[src/rtl/scs8hd_clkgate_ctrl_if.sv]
// scs8hd_clkgate_ctrl_if: control and gated-clock bundle for the
// multi-channel clock-gating controller.
interface scs8hd_clkgate_ctrl_if #(
    parameter int NCH = 4
);
    logic           TE;
    logic [NCH-1:0] EN;
    logic [NCH-1:0] REQ;
    logic [NCH-1:0] GCLK;
    logic [NCH-1:0] ACK;
    logic           ALL_OFF;

    modport master (
        output TE, EN, REQ,
        input  GCLK, ACK, ALL_OFF
    );

    modport slave (
        input  TE, EN, REQ,
        output GCLK, ACK, ALL_OFF
    );
endinterface

[src/rtl/scs8hd_clkgate_ctrl.sv]
// scs8hd_clkgate_ctrl: NCH gated clocks from one root clock, each held
// open for an idle window after activity, with scan override.
module scs8hd_clkgate_ctrl #(
    parameter int NCH         = 4,
    parameter int IDLE_CYCLES = 8
) (
    input  logic                  CLK,
    input  logic                  RESET,
    scs8hd_clkgate_ctrl_if.slave  bus
);
    localparam int CNT_W = $clog2(IDLE_CYCLES + 1);

    localparam logic [1:0] ST_OFF   = 2'd0;
    localparam logic [1:0] ST_ON    = 2'd1;
    localparam logic [1:0] ST_DRAIN = 2'd2;

    localparam logic [CNT_W-1:0] RELOAD = CNT_W'(IDLE_CYCLES - 1);

    logic [1:0]       state [NCH];
    logic [CNT_W-1:0] cnt   [NCH];
    logic [NCH-1:0]   gate_en;
    logic [NCH-1:0]   latch_q;

    // Per-channel OFF/ON/DRAIN sequencing with idle countdown
    always_ff @(posedge CLK) begin
        for (int i = 0; i < NCH; i++) begin
            if (RESET) begin
                state[i] <= ST_OFF;
                cnt[i]   <= '0;
            end else begin
                unique case (state[i])
                    ST_OFF: begin
                        if (bus.EN[i] && bus.REQ[i])
                            state[i] <= ST_ON;
                    end
                    ST_ON: begin
                        if (!bus.EN[i]) begin
                            state[i] <= ST_OFF;
                        end else if (!bus.REQ[i]) begin
                            state[i] <= ST_DRAIN;
                            cnt[i]   <= RELOAD;
                        end
                    end
                    ST_DRAIN: begin
                        if (!bus.EN[i])
                            state[i] <= ST_OFF;
                        else if (bus.REQ[i])
                            state[i] <= ST_ON;
                        else if (cnt[i] == '0)
                            state[i] <= ST_OFF;
                        else
                            cnt[i] <= cnt[i] - 1'b1;
                    end
                    default: state[i] <= ST_OFF;
                endcase
            end
        end
    end

    // Gate enable decoded purely from state registers
    always_comb begin
        gate_en = '0;
        for (int i = 0; i < NCH; i++)
            gate_en[i] = (state[i] != ST_OFF);
    end

    // Low-phase transparent latch keeps the gate stable while CLK is high
    always_latch begin
        if (!CLK)
            latch_q <= gate_en | {NCH{bus.TE}};
    end

    assign bus.GCLK    = {NCH{CLK}} & latch_q;
    assign bus.ACK     = gate_en;
    assign bus.ALL_OFF = ~|gate_en;
endmodule

[src/flat_wrapper.sv]
// flat-port wrapper written by rule: the top's interface ports become plain ports
module scs8hd_clkgate_ctrl_flat 
#(
    parameter int NCH         = 4,
    parameter int IDLE_CYCLES = 8
)
  (CLK, RESET, bus_TE, bus_EN, bus_REQ, bus_GCLK, bus_ACK, bus_ALL_OFF);
  scs8hd_clkgate_ctrl_if #(.NCH(NCH)) bus_i ();
  input  logic CLK;
  input  logic RESET;
  input wire logic [$bits(bus_i.TE)-1:0] bus_TE;
  input wire logic [$bits(bus_i.EN)-1:0] bus_EN;
  input wire logic [$bits(bus_i.REQ)-1:0] bus_REQ;
  output wire logic [$bits(bus_i.GCLK)-1:0] bus_GCLK;
  output wire logic [$bits(bus_i.ACK)-1:0] bus_ACK;
  output wire logic [$bits(bus_i.ALL_OFF)-1:0] bus_ALL_OFF;
  assign bus_i.TE = bus_TE;
  assign bus_i.EN = bus_EN;
  assign bus_i.REQ = bus_REQ;
  assign bus_GCLK = bus_i.GCLK;
  assign bus_ACK = bus_i.ACK;
  assign bus_ALL_OFF = bus_i.ALL_OFF;
  scs8hd_clkgate_ctrl #(.NCH(NCH), .IDLE_CYCLES(IDLE_CYCLES)) u_core (.CLK(CLK), .RESET(RESET), .bus(bus_i));
endmodule
[config.mk]
export PLATFORM = sky130hd
export DESIGN_NAME = scs8hd_clkgate_ctrl_flat
export DESIGN_NICKNAME = d
export VERILOG_FILES = /design/src/rtl/scs8hd_clkgate_ctrl_if.sv /design/src/rtl/scs8hd_clkgate_ctrl.sv /design/src/flat_wrapper.sv
export SDC_FILE = /design/constraint.sdc
export NUM_CORES = 1
export LEC_CHECK = 0
export CAP_MARGIN = 20
export CORE_MARGIN = 2
export CORE_UTILIZATION = 50
export CTS_BUF_LIST = sky130_fd_sc_hd__clkbuf_8
export DETAILED_ROUTE_END_ITERATION = 10
export PLACE_DENSITY = 0.84
export REMOVE_ABC_BUFFERS = 1
export SYNTH_ARGS = -nofsm -noshare
export SYNTH_HDL_FRONTEND = slang
export SYNTH_SLANG_ARGS = --single-unit
export TNS_END_PERCENT = 10
[constraint.sdc]
create_clock -name CLK -period 5.2 [get_ports CLK]
set_input_delay 0.52 -clock CLK [delete_from_list [all_inputs] [get_ports CLK]]
set_output_delay 0.52 -clock CLK [all_outputs]
set_load 0.01 [all_outputs]
# == Word-level counts from Yosys, hierarchy flattened ==
# Memory sizes are Yosys's and may differ from the RTL's.
# Cells that the tools add are included.
# word_totals
input_bits,11
register_bits,0
ram_bits,24
n_memories,2
output_inout_bits,9
latch_bits,4
# op_classes
n_mux,184
reduce_logical,22
add_sub_neg,4
n_eq_ne,8
n_bitwise,38
# memory_table
name,depth,word_bits,read_ports,rd_ports_with_merged_regs,write_ports,line,rtl
u_core.cnt,4,4,4,0,4,scs8hd_clkgate_ctrl.sv:20,logic [CNT_W-1:0] cnt [NCH];
u_core.state,4,2,4,0,4,scs8hd_clkgate_ctrl.sv:19,logic [1:0] state [NCH];
# ops
op,n
1-bit 2-to-1 mux,146
2-bit 2-to-1 mux,28
4-bit 2-to-1 mux,10
1-bit bitwise OR,36
4-bit zero test,4
"4-bit by 1-bit subtractor with 4-bit output, second input constant",4
3-bit OR reduction,4
"2-bit by 1-bit equality test with 1-bit output, second input constant",4
"2-bit equality test, second input constant",4
2-bit zero test,4
2-bit nonzero test,4
4-bit bitwise AND,1
1-bit logical AND,4
4-bit bitwise OR,1
4-bit OR reduction,1
1-bit zero test,1

# == Depth between registers and ports, before layout ==
# Gate-level depths: netlist (run 1).
# logic_depth
depth_word,12
depth_mapped,5
depth_no_buf,5

==> run_results.csv, run 1 <==
group,metric,value,unit
sta,hold_viol,0,
finish,antennaDiodeCount,0,
synth,ys_types,33,
synth,avgSynthCellArea,10.6,um2
die,rows,19,
routing,vias,1169,
synth,yosysWarnings,0,
synth,ys_seq_elements,28,
synth,synthDominantCellAreaShare,47.6,%
placement,dpl-instance-area,1740,um2
placement,gp_congestion,0.768,
critical_path,critPathKind,"latch -> out",
finish,syn_to_final_growth,21.5,%
die,dieArea,3490,um2
global_route,track_usage,19.5,%
finish,layout-drive-gt1-share,8.28,%
critical_path,cp_max_fo,1,
routing,via_per_inst,5.85,
synth,mappedNetlistArea,1520,um2
global_route,grt_pass1_vias,1184,
critical_path,worstPathRequired,4680,ps
die,start_util,53.6,%
finish,utilization,65.1,%
sta,max-slew-margin-rel,54.7,%
power_and_ir_drop,seqPwrFrac,42.1,%
clocking,hold_buffers,0,
synth,synthTopCellsByArea,"edfxtp_1 (48%), xnor2_1 (4.6%), dlxtn_1 (4.0%)",
routing,wirelength,2910,um
clocking,cts_setup_buffers,0,
global_route,antenna_found_initial,0,
global_route,grt_overflow,0,
placement,port_buffers,19,
status,status,"finished, final reports clean",
power_and_ir_drop,power.share.switching,27.4,%
die,die_w,59.1,um
clocking,cts_tree,"built",
routing,wire_per_inst,14.6,um
hold_path,hp-class,"reg -> reg",
power_and_ir_drop,power_density,359,nW/um2
power_and_ir_drop,irDropWorstVdd,0.169,mV
critical_path,slowest_delay,550,ps
critical_path,slowest_stage,"clkdlybuf4s50_1",
sta,rsz0062_at_grt,"no",
sta,fin_worst_skew,6.71,ps
power_and_ir_drop,p_leak,0.746,nW
sta,final_max_slew_viol_count,0,
routing,dr.pass1.iters,4,
power_and_ir_drop,power_frac_clock,44.0,%
finish,final_net_count,184,
die,dieHeight,59.1,um
finish,layout_common_cells,"edfxtp_1 (24), clkdlybuf4s50_1 (19), inv_1 (15)",
die,ioPinCount,20,
clocking,clock_latency,380,ps
sta,setup-violations-final,0,
routing,drc,0,
finish,fillCellCount,202,
sta,setup_slack,572,ps
critical_path,path_cells,"and2_1 > clkdlybuf4s50_1",
flow_run,maxCapViolCount,0,
finish,fin_area,1840,um2
power_and_ir_drop,p_switching,0.000181,W
critical_path,cp_top_family,"buffers and inverters",
critical_path,cp_num_buf_inv,1,
placement,dp_hpwl,2070,um
die,fp.coreArea,2830,um2
global_route,grt_first_pass_wirelength,5040,um
sta,tightest_slew,678,ps
global_route,grt_start_max_net_pins,23,
sta,tns,0,ps
critical_path,setup.worst_path.start_class,"latch",
finish,final_common_cell,"edfxtp_1",
critical_path,cp_data_arrival_time,4110,ps
critical_path,cp-end-kind,"output port",
power_and_ir_drop,combPwrFrac,13.9,%
power_and_ir_drop,p_int,0.000480,W
routing,drt_iter0_drc,32,
synth,yosys.area.top_type,"edfxtp_1",
clocking,cts_resized,0,
clocking,clk_pin_slew,90,ps
routing,ant_nets,0,
synth,synthCells,143,
placement,place_ws,1090,ps
worst paths after layout:
check / startpoint / end / slack, ps / cells past startpoint
setup reg to reg: u_core.state[3][1]$_SDFFCE_PP0P_ / u_core.latch_q[3]$_DLATCH_N_ / 1710 / 1
setup / recovery: u_core.latch_q[1]$_DLATCH_N_ / bus_GCLK[1] / 570 / 2
hold reg to reg: u_core.cnt[2][0]$_SDFFCE_PN0P_ / u_core.cnt[2][0]$_SDFFCE_PN0P_ / 610 / 1
hold / removal: u_core.cnt[2][0]$_SDFFCE_PN0P_ / u_core.cnt[2][0]$_SDFFCE_PN0P_ / 610 / 1
metrics by stage:
step / power, W / cells / hold slack (ps)
after CTS: 0.000667 / 200 / 615
after global routing: 0.000695 / 200 / 655
after floorplan: 0.000365 / 141 / 577
after detailed placement: 0.000449 / 191 / 599
final: 0.000661 / 200 / 613
after global placement: 0.000446 / 191 / 608
cells in the mapped netlist:
library cell  number
edfxtp_1          24
inv_1             14
xnor2_1            8
nand2_1            7
nor3_1             7
or3_1              7
nor2_1             6
o21ai_0            6
and2_1             4
dlxtn_1            4
ha_1               4
nand2b_1           4
nand3_1            4
nand4b_1           4
nor3b_1            4
nor4bb_1           4
o21ai_1            4
a21o_1             3
a21oi_1            3
and3_1             3
or2_2              3
clkbuf_1           2
nand3b_1           2
o21bai_1           2
or3b_1             2
a31o_2             1
a32oi_1            1
nor3b_2            1
nor4_1             1
nor4b_1            1
o41ai_1            1
or3b_4             1
or4b_4             1
power by group through the flow:
stage | logic (W) | clock network (W) | registers [W]
global route | 0.000103 | 0.000310 | 0.000282
finish | 0.0000919 | 0.000291 | 0.000278
global placement | 0.0000897 | 0.0000758 | 0.000281
detailed placement | 0.0000916 | 0.0000758 | 0.000282
CTS | 0.0000925 | 0.000297 | 0.000277
floorplan | 0.0000576 | 0.0000313 | 0.000276
sequential cells by signal, indices dropped and copies added, names as in the netlist:
name / flops
u_core.cnt: 16
u_core.latch_q: 4
u_core.state: 8
cell families after synthesis:
family          share of synthesized area [%]
simple gates                             28.1
buf+inv                                  3.96
flops                                    47.6
xor+xnor                                 4.62
compound gates                           8.51
latches                                  3.96
fa+ha+maj                                3.30
layer usage:
metal	part of all wire, %	global-route usage [%]	vias up
li1	-	-	579
met1	45	24.1	553
met2	50	31.0	31
met3	3.4	5.24	6
met4	1.8	11.0	0
met5	0	0	-
cell type report:
type	instances	area, um2	area share, %
clock inverters	2	7.51	0.408
multi-input cells	99	674	36.6
well taps	31	38.8	2.11
clock buffers	11	136	7.41
repair buffers	15	150	8.16
flip-flops and latches	28	781	42.4
inverters	14	52.6	2.86
No activity file was read; power rests on OpenSTA's default activity.
==> run 2, diff against run 1 <==
--- a/config.mk
+++ b/config.mk
@@ -6,11 +6,11 @@
 export NUM_CORES = 1
 export LEC_CHECK = 0
 export CAP_MARGIN = 20
-export CORE_MARGIN = 2
+export CORE_MARGIN = 4
 export CORE_UTILIZATION = 50
 export CTS_BUF_LIST = sky130_fd_sc_hd__clkbuf_8
 export DETAILED_ROUTE_END_ITERATION = 10
-export PLACE_DENSITY = 0.84
+export PLACE_DENSITY = 0.87
 export REMOVE_ABC_BUFFERS = 1
 export SYNTH_ARGS = -nofsm -noshare
 export SYNTH_HDL_FRONTEND = slang
==> constraint.sdc (replaced) <==
create_clock -name CLK -period 3.81 [get_ports CLK]
set_input_delay 0.381 -clock CLK [delete_from_list [all_inputs] [get_ports CLK]]
set_output_delay 0.381 -clock CLK [all_outputs]
set_load 0.01 [all_outputs]
==> run_results.csv, run 2 (synthesis gave the netlist of run 1 again) <==
group,metric,value,unit
sta,rsz0062_at_grt,"no",
global_route,track_usage,18.1,%
placement,dpl-instance-area,1740,um2
power_and_ir_drop,p_leak,0.770,nW
critical_path,cp_num_buf_inv,1,
sta,final_max_slew_viol_count,0,
routing,via_per_inst,6.04,
critical_path,cp-end-kind,"output port",
critical_path,slowest_stage,"clkdlybuf4s50_1",
critical_path,r2r_end,"u_core.latch_q[2]$_DLATCH_N_",
sta,setup_slack,65.6,ps
die,die_w,63.1,um
critical_path,cp_max_fo,1,
die,dieArea,3980,um2
routing,dr.pass1.iters,4,
clocking,clk_pin_slew,100,ps
placement,port_buffers,19,
routing,vias,1207,
critical_path,critPathKind,"latch -> out",
finish,fin_cells,200,
finish,syn_to_final_growth,23.5,%
hold_path,whs_path_depth,1,
critical_path,regToRegSetupSlack,1040,ps
sta,fin_worst_skew,11.3,ps
power_and_ir_drop,irDropWorstVdd,0.325,mV
global_route,grt_first_pass_wirelength,5630,um
routing,drt_iter0_drc,51,
clocking,clock_latency,390,ps
finish,layout_common_cells,"edfxtp_1 (24), clkdlybuf4s50_1 (18), inv_1 (15)",
power_and_ir_drop,power_density,520,nW/um2
routing,wire_per_inst,15.7,um
sta,fin_hold_ws,623,ps
finish,largest_register,"u_core.cnt",
sta,tightest_slew,659,ps
placement,dp_hpwl,2310,um
routing,drc,0,
critical_path,cp_data_arrival_time,3360,ps
placement,gp_congestion,0.795,
critical_path,worstPathRequired,3430,ps
die,dieHeight,63.1,um
clocking,cts_tree,"built",
routing,wirelength,3140,um
hold_path,min-delay-start,"u_core.cnt[0][0]$_DFFE_PP_",
die,rows,19,
finish,reg_top3,"u_core.cnt x16, u_core.state x8, u_core.latch_q x4",
global_route,grt_start_max_net_pins,23,
critical_path,slowest_delay,530,ps
sta,max-slew-margin-rel,55.9,%
hold_path,min_to,"u_core.cnt[0][0]$_DFFE_PP_",
die,ioPinCount,20,
routing,ant_nets,0,
hold_path,hp-class,"reg -> reg",
global_route,grt_pass1_vias,1333,
critical_path,path_cells,"and2_1 > clkdlybuf4s50_1",
placement,dp.cells,191,
global_route,grt_overflow,0,
global_route,antenna_found_initial,0,
critical_path,worstRegToRegCells,1,
finish,final_net_count,184,
critical_path,cp_top_family,"buffers and inverters",
die,fp.coreArea,2830,um2
critical_path,regToRegStartpoint,"u_core.state[2][1]$_SDFFCE_PP0P_",
sta,setup-violations-final,0,
die,start_util,53.6,%
sta,hold_viol,0,
sta,tns,0,ps
flow_run,maxCapViolCount,0,
finish,final_common_cell,"edfxtp_1",
critical_path,setup.worst_path.start_class,"latch",
finish,fin_area,1870,um2
finish,largest_register_ff_count,16,
status,status,"finished, final reports clean",
finish,antennaDiodeCount,0,
finish,layout-drive-gt1-share,9.47,%
placement,place_ws,523,ps
==> run 2: changes by cell type in the layout (fill, tap and decap cells not counted), sizes merged <==
| cell | change |
|---|---|
| dlymetal6s2s | +1 |
| clkdlybuf4s50 | -1 |
| bufinv | +1 |
| clkinv | -1 |
==> run 2: metrics by stage <==
| step | power, W | util [%] |
|---|---|---|
| finish | 0.000972 | 66.1 |
| global route | 0.00102 | 66.1 |
| CTS | 0.000986 | 66.0 |
| detailed placement | 0.000617 | 61.4 |
| global placement | 0.000607 | 61.4 |
| floorplan | 0.000498 | - |
==> run 2: worst max-delay path by stage <==
stage                     slack (ps)                    startpoint           to  cells past startpoint
after floorplan                 1000  u_core.latch_q[0]$_DLATCH_N_  bus_GCLK[0]                      1
after global placement           540  u_core.latch_q[1]$_DLATCH_N_  bus_GCLK[1]                      2
after detailed placement         520  u_core.latch_q[1]$_DLATCH_N_  bus_GCLK[1]                      2
after CTS                         10  u_core.latch_q[1]$_DLATCH_N_  bus_GCLK[1]                      2
after global routing               1  u_core.latch_q[3]$_DLATCH_N_  bus_GCLK[3]                      2
final                             70  u_core.latch_q[0]$_DLATCH_N_  bus_GCLK[0]                      2
==> run 2: what timing repair did <==
action                     in CTS  in global routing
buffers inserted                0                  0
resized for setup               0                  2
hold buffers                    0                  0
setup endpoints to repair       0                  4
==> run 2: where the power goes <==
group	switching [W]	total [W]	internal [W]	leakage, nW
clock	0.000163	0.000464	0.000300	0.107
combinational	0.0000603	0.000129	0.0000685	0.375
sequential	0.0000272	0.000380	0.000352	0.288
total	0.000251	0.000972	0.000721	0.770
==> run 2: per-layer routing <==
metal  vias to the layer above  part of all wire [%]  track usage [%]
met3                         9                   6.6             6.57
li1                        578                     -                -
met1                       572                    41             20.0
met2                        48                    50             29.2
met4                         0                   1.9             12.1
met5                         -                     0                0
==> run 2: layout make-up <==
type / count / area [um2]
fill: 202 / 958
timing repair buffer: 15 / 150
sequential: 28 / 782
clock buffer: 11 / 139
multi-input combinational: 99 / 674
clock inverter: 2 / 33.8
inverter: 14 / 52.6
tap: 31 / 38.8
==> run 3, diff against run 2 <==
--- a/config.mk
+++ b/config.mk
@@ -10,6 +10,7 @@
 export CORE_UTILIZATION = 50
 export CTS_BUF_LIST = sky130_fd_sc_hd__clkbuf_8
 export DETAILED_ROUTE_END_ITERATION = 10
+export GPL_ROUTABILITY_DRIVEN = 0
 export PLACE_DENSITY = 0.87
 export REMOVE_ABC_BUFFERS = 1
 export SYNTH_ARGS = -nofsm -noshare
==> constraint.sdc (replaced) <==
create_clock -name CLK -period 3.81 [get_ports CLK]
set_input_delay 0.762 -clock CLK [delete_from_list [all_inputs] [get_ports CLK]]
set_output_delay 0.762 -clock CLK [all_outputs]
set_load 0.01 [all_outputs]
==> run_results.csv, run 3 (synthesis gave the netlist of run 1 again) <==
group,metric,value,unit
status,status,"finished, final reports clean",
die,fp.coreArea,2830,um2
critical_path,r2r_end,"u_core.latch_q[1]$_DLATCH_N_",
global_route,grt_pass1_vias,1333,
die,ioPinCount,20,
placement,port_buffers,19,
global_route,grt_overflow,0,
critical_path,regToRegStartpoint,"u_core.state[1][0]$_SDFFCE_PP0P_",
critical_path,setup.worst_path.start_class,"latch",
critical_path,cp_max_fo,1,
critical_path,cp-end-kind,"output port",
power_and_ir_drop,power_density,512,nW/um2
critical_path,regToRegSetupSlack,1040,ps
sta,rsz0062_at_grt,"no",
finish,final_net_count,185,
placement,place_ws,141,ps
critical_path,worstRegToRegCells,1,
die,start_util,53.6,%
critical_path,worstPathRequired,3050,ps
sta,tns,0,ps
power_and_ir_drop,p_leak,0.766,nW
routing,drc,0,
finish,largest_register_ff_count,16,
clocking,clock_latency,380,ps
hold_path,min-delay-start,"u_core.cnt[0][0]$_DFFE_PP_",
hold_path,hp-class,"reg -> reg",
finish,largest_register,"u_core.cnt",
hold_path,min_to,"u_core.cnt[0][0]$_DFFE_PP_",
global_route,antenna_found_initial,0,
die,dieArea,3980,um2
routing,wire_per_inst,16.0,um
clocking,clk_pin_slew,100,ps
global_route,track_usage,18.8,%
finish,final_common_cell,"edfxtp_1",
sta,setup-violations-final,0,
critical_path,cp_top_family,"latches",
finish,fillCellCount,194,
finish,reg_top3,"u_core.cnt x16, u_core.state x8, u_core.latch_q x4",
critical_path,crit_start,"u_core.latch_q[3]$_DLATCH_N_",
clocking,hold_buffers,0,
hold_path,whs_path_depth,1,
finish,layout_common_cells,"edfxtp_1 (24), inv_1 (15), clkdlybuf4s50_1 (15)",
critical_path,cp_data_arrival_time,2980,ps
critical_path,critPathKind,"latch -> out",
sta,hold_viol,0,
sta,max-slew-margin-rel,72.1,%
critical_path,slowest_delay,400,ps
finish,layout-drive-gt1-share,11.8,%
routing,ant_nets,0,
die,rows,19,
routing,wirelength,3210,um
finish,syn_to_final_growth,22.4,%
sta,setup_slack,69.4,ps
routing,vias,1212,
die,dieHeight,63.1,um
clocking,cts_tree,"built",
sta,final_max_slew_viol_count,0,
placement,dp_hpwl,2290,um
finish,seqCellArea,781,um2
flow_run,maxCapViolCount,0,
die,die_w,63.1,um
global_route,grt_first_pass_wirelength,5700,um
routing,drt_iter0_drc,68,
sta,fin_worst_skew,6.04,ps
sta,tightest_slew,414,ps
critical_path,cp_num_buf_inv,1,
routing,dr.pass1.iters,4,
power_and_ir_drop,irDropWorstVdd,0.304,mV
global_route,grt_start_max_net_pins,23,
routing,via_per_inst,6.03,
critical_path,slowest_stage,"dlxtn_1",
finish,antennaDiodeCount,0,
finish,multi_input_area,674,um2
critical_path,path_cells,"and2_1 > buf_2",
run 3: how the worst max path moves through the flow:
stage / to / cells past startpoint
global placement: bus_GCLK[1] / 2
global route: bus_GCLK[1] / 2
floorplan: bus_GCLK[0] / 1
CTS: bus_GCLK[0] / 2
finish: bus_GCLK[3] / 2
detailed placement: bus_GCLK[1] / 2
run 3: repair_timing:
| action | 4_1_cts | 5_1_grt |
|---|---|---|
| resized for setup | 14 | 2 |
| cloned | 0 | 0 |
| endpoints found under the setup margin | 8 | 4 |
| buffers inserted | 0 | 0 |
run 3: metal layers:
| layer | vias to the layer above | wire length [um] | track usage (%) |
|---|---|---|---|
| met4 | 0 | 109 | 14.3 |
| met2 | 42 | 1550 | 28.5 |
| met5 | - | 0 | 0 |
| met1 | 582 | 1320 | 20.3 |
| met3 | 12 | 228 | 8.88 |
| li1 | 576 | - | - |
run 3: per-stage QoR:
| step | cells | hold WS (ps) | util, % | area (um2) | total power [W] |
|---|---|---|---|---|---|
| floorplan | 141 | 577 | - | 1510 | 0.000498 |
| global placement | 192 | 599 | 61.7 | 1740 | 0.000608 |
| detailed placement | 192 | 613 | 61.7 | 1740 | 0.000618 |
| CTS | 201 | 627 | 66.0 | 1870 | 0.000968 |
| global route | 201 | 643 | 65.5 | 1850 | 0.00100 |
| finish | 201 | 624 | 65.5 | 1850 | 0.000950 |
run 3: power by group:
group,leakage (nW),switching (W),internal [W]
clock network,0.0976,0.000169,0.000270
registers,0.288,0.0000268,0.000352
logic,0.380,0.0000620,0.0000694
run 3: area by class of cell:
cell class | count | area share, %
clock buffer | 11 | 6.28
clock inverter | 2 | 1.82
inverter | 14 | 2.83
multi-input combinational | 99 | 36.4
sequential | 28 | 42.1
tap | 31 | 2.09
timing repair buffer | 16 | 8.50
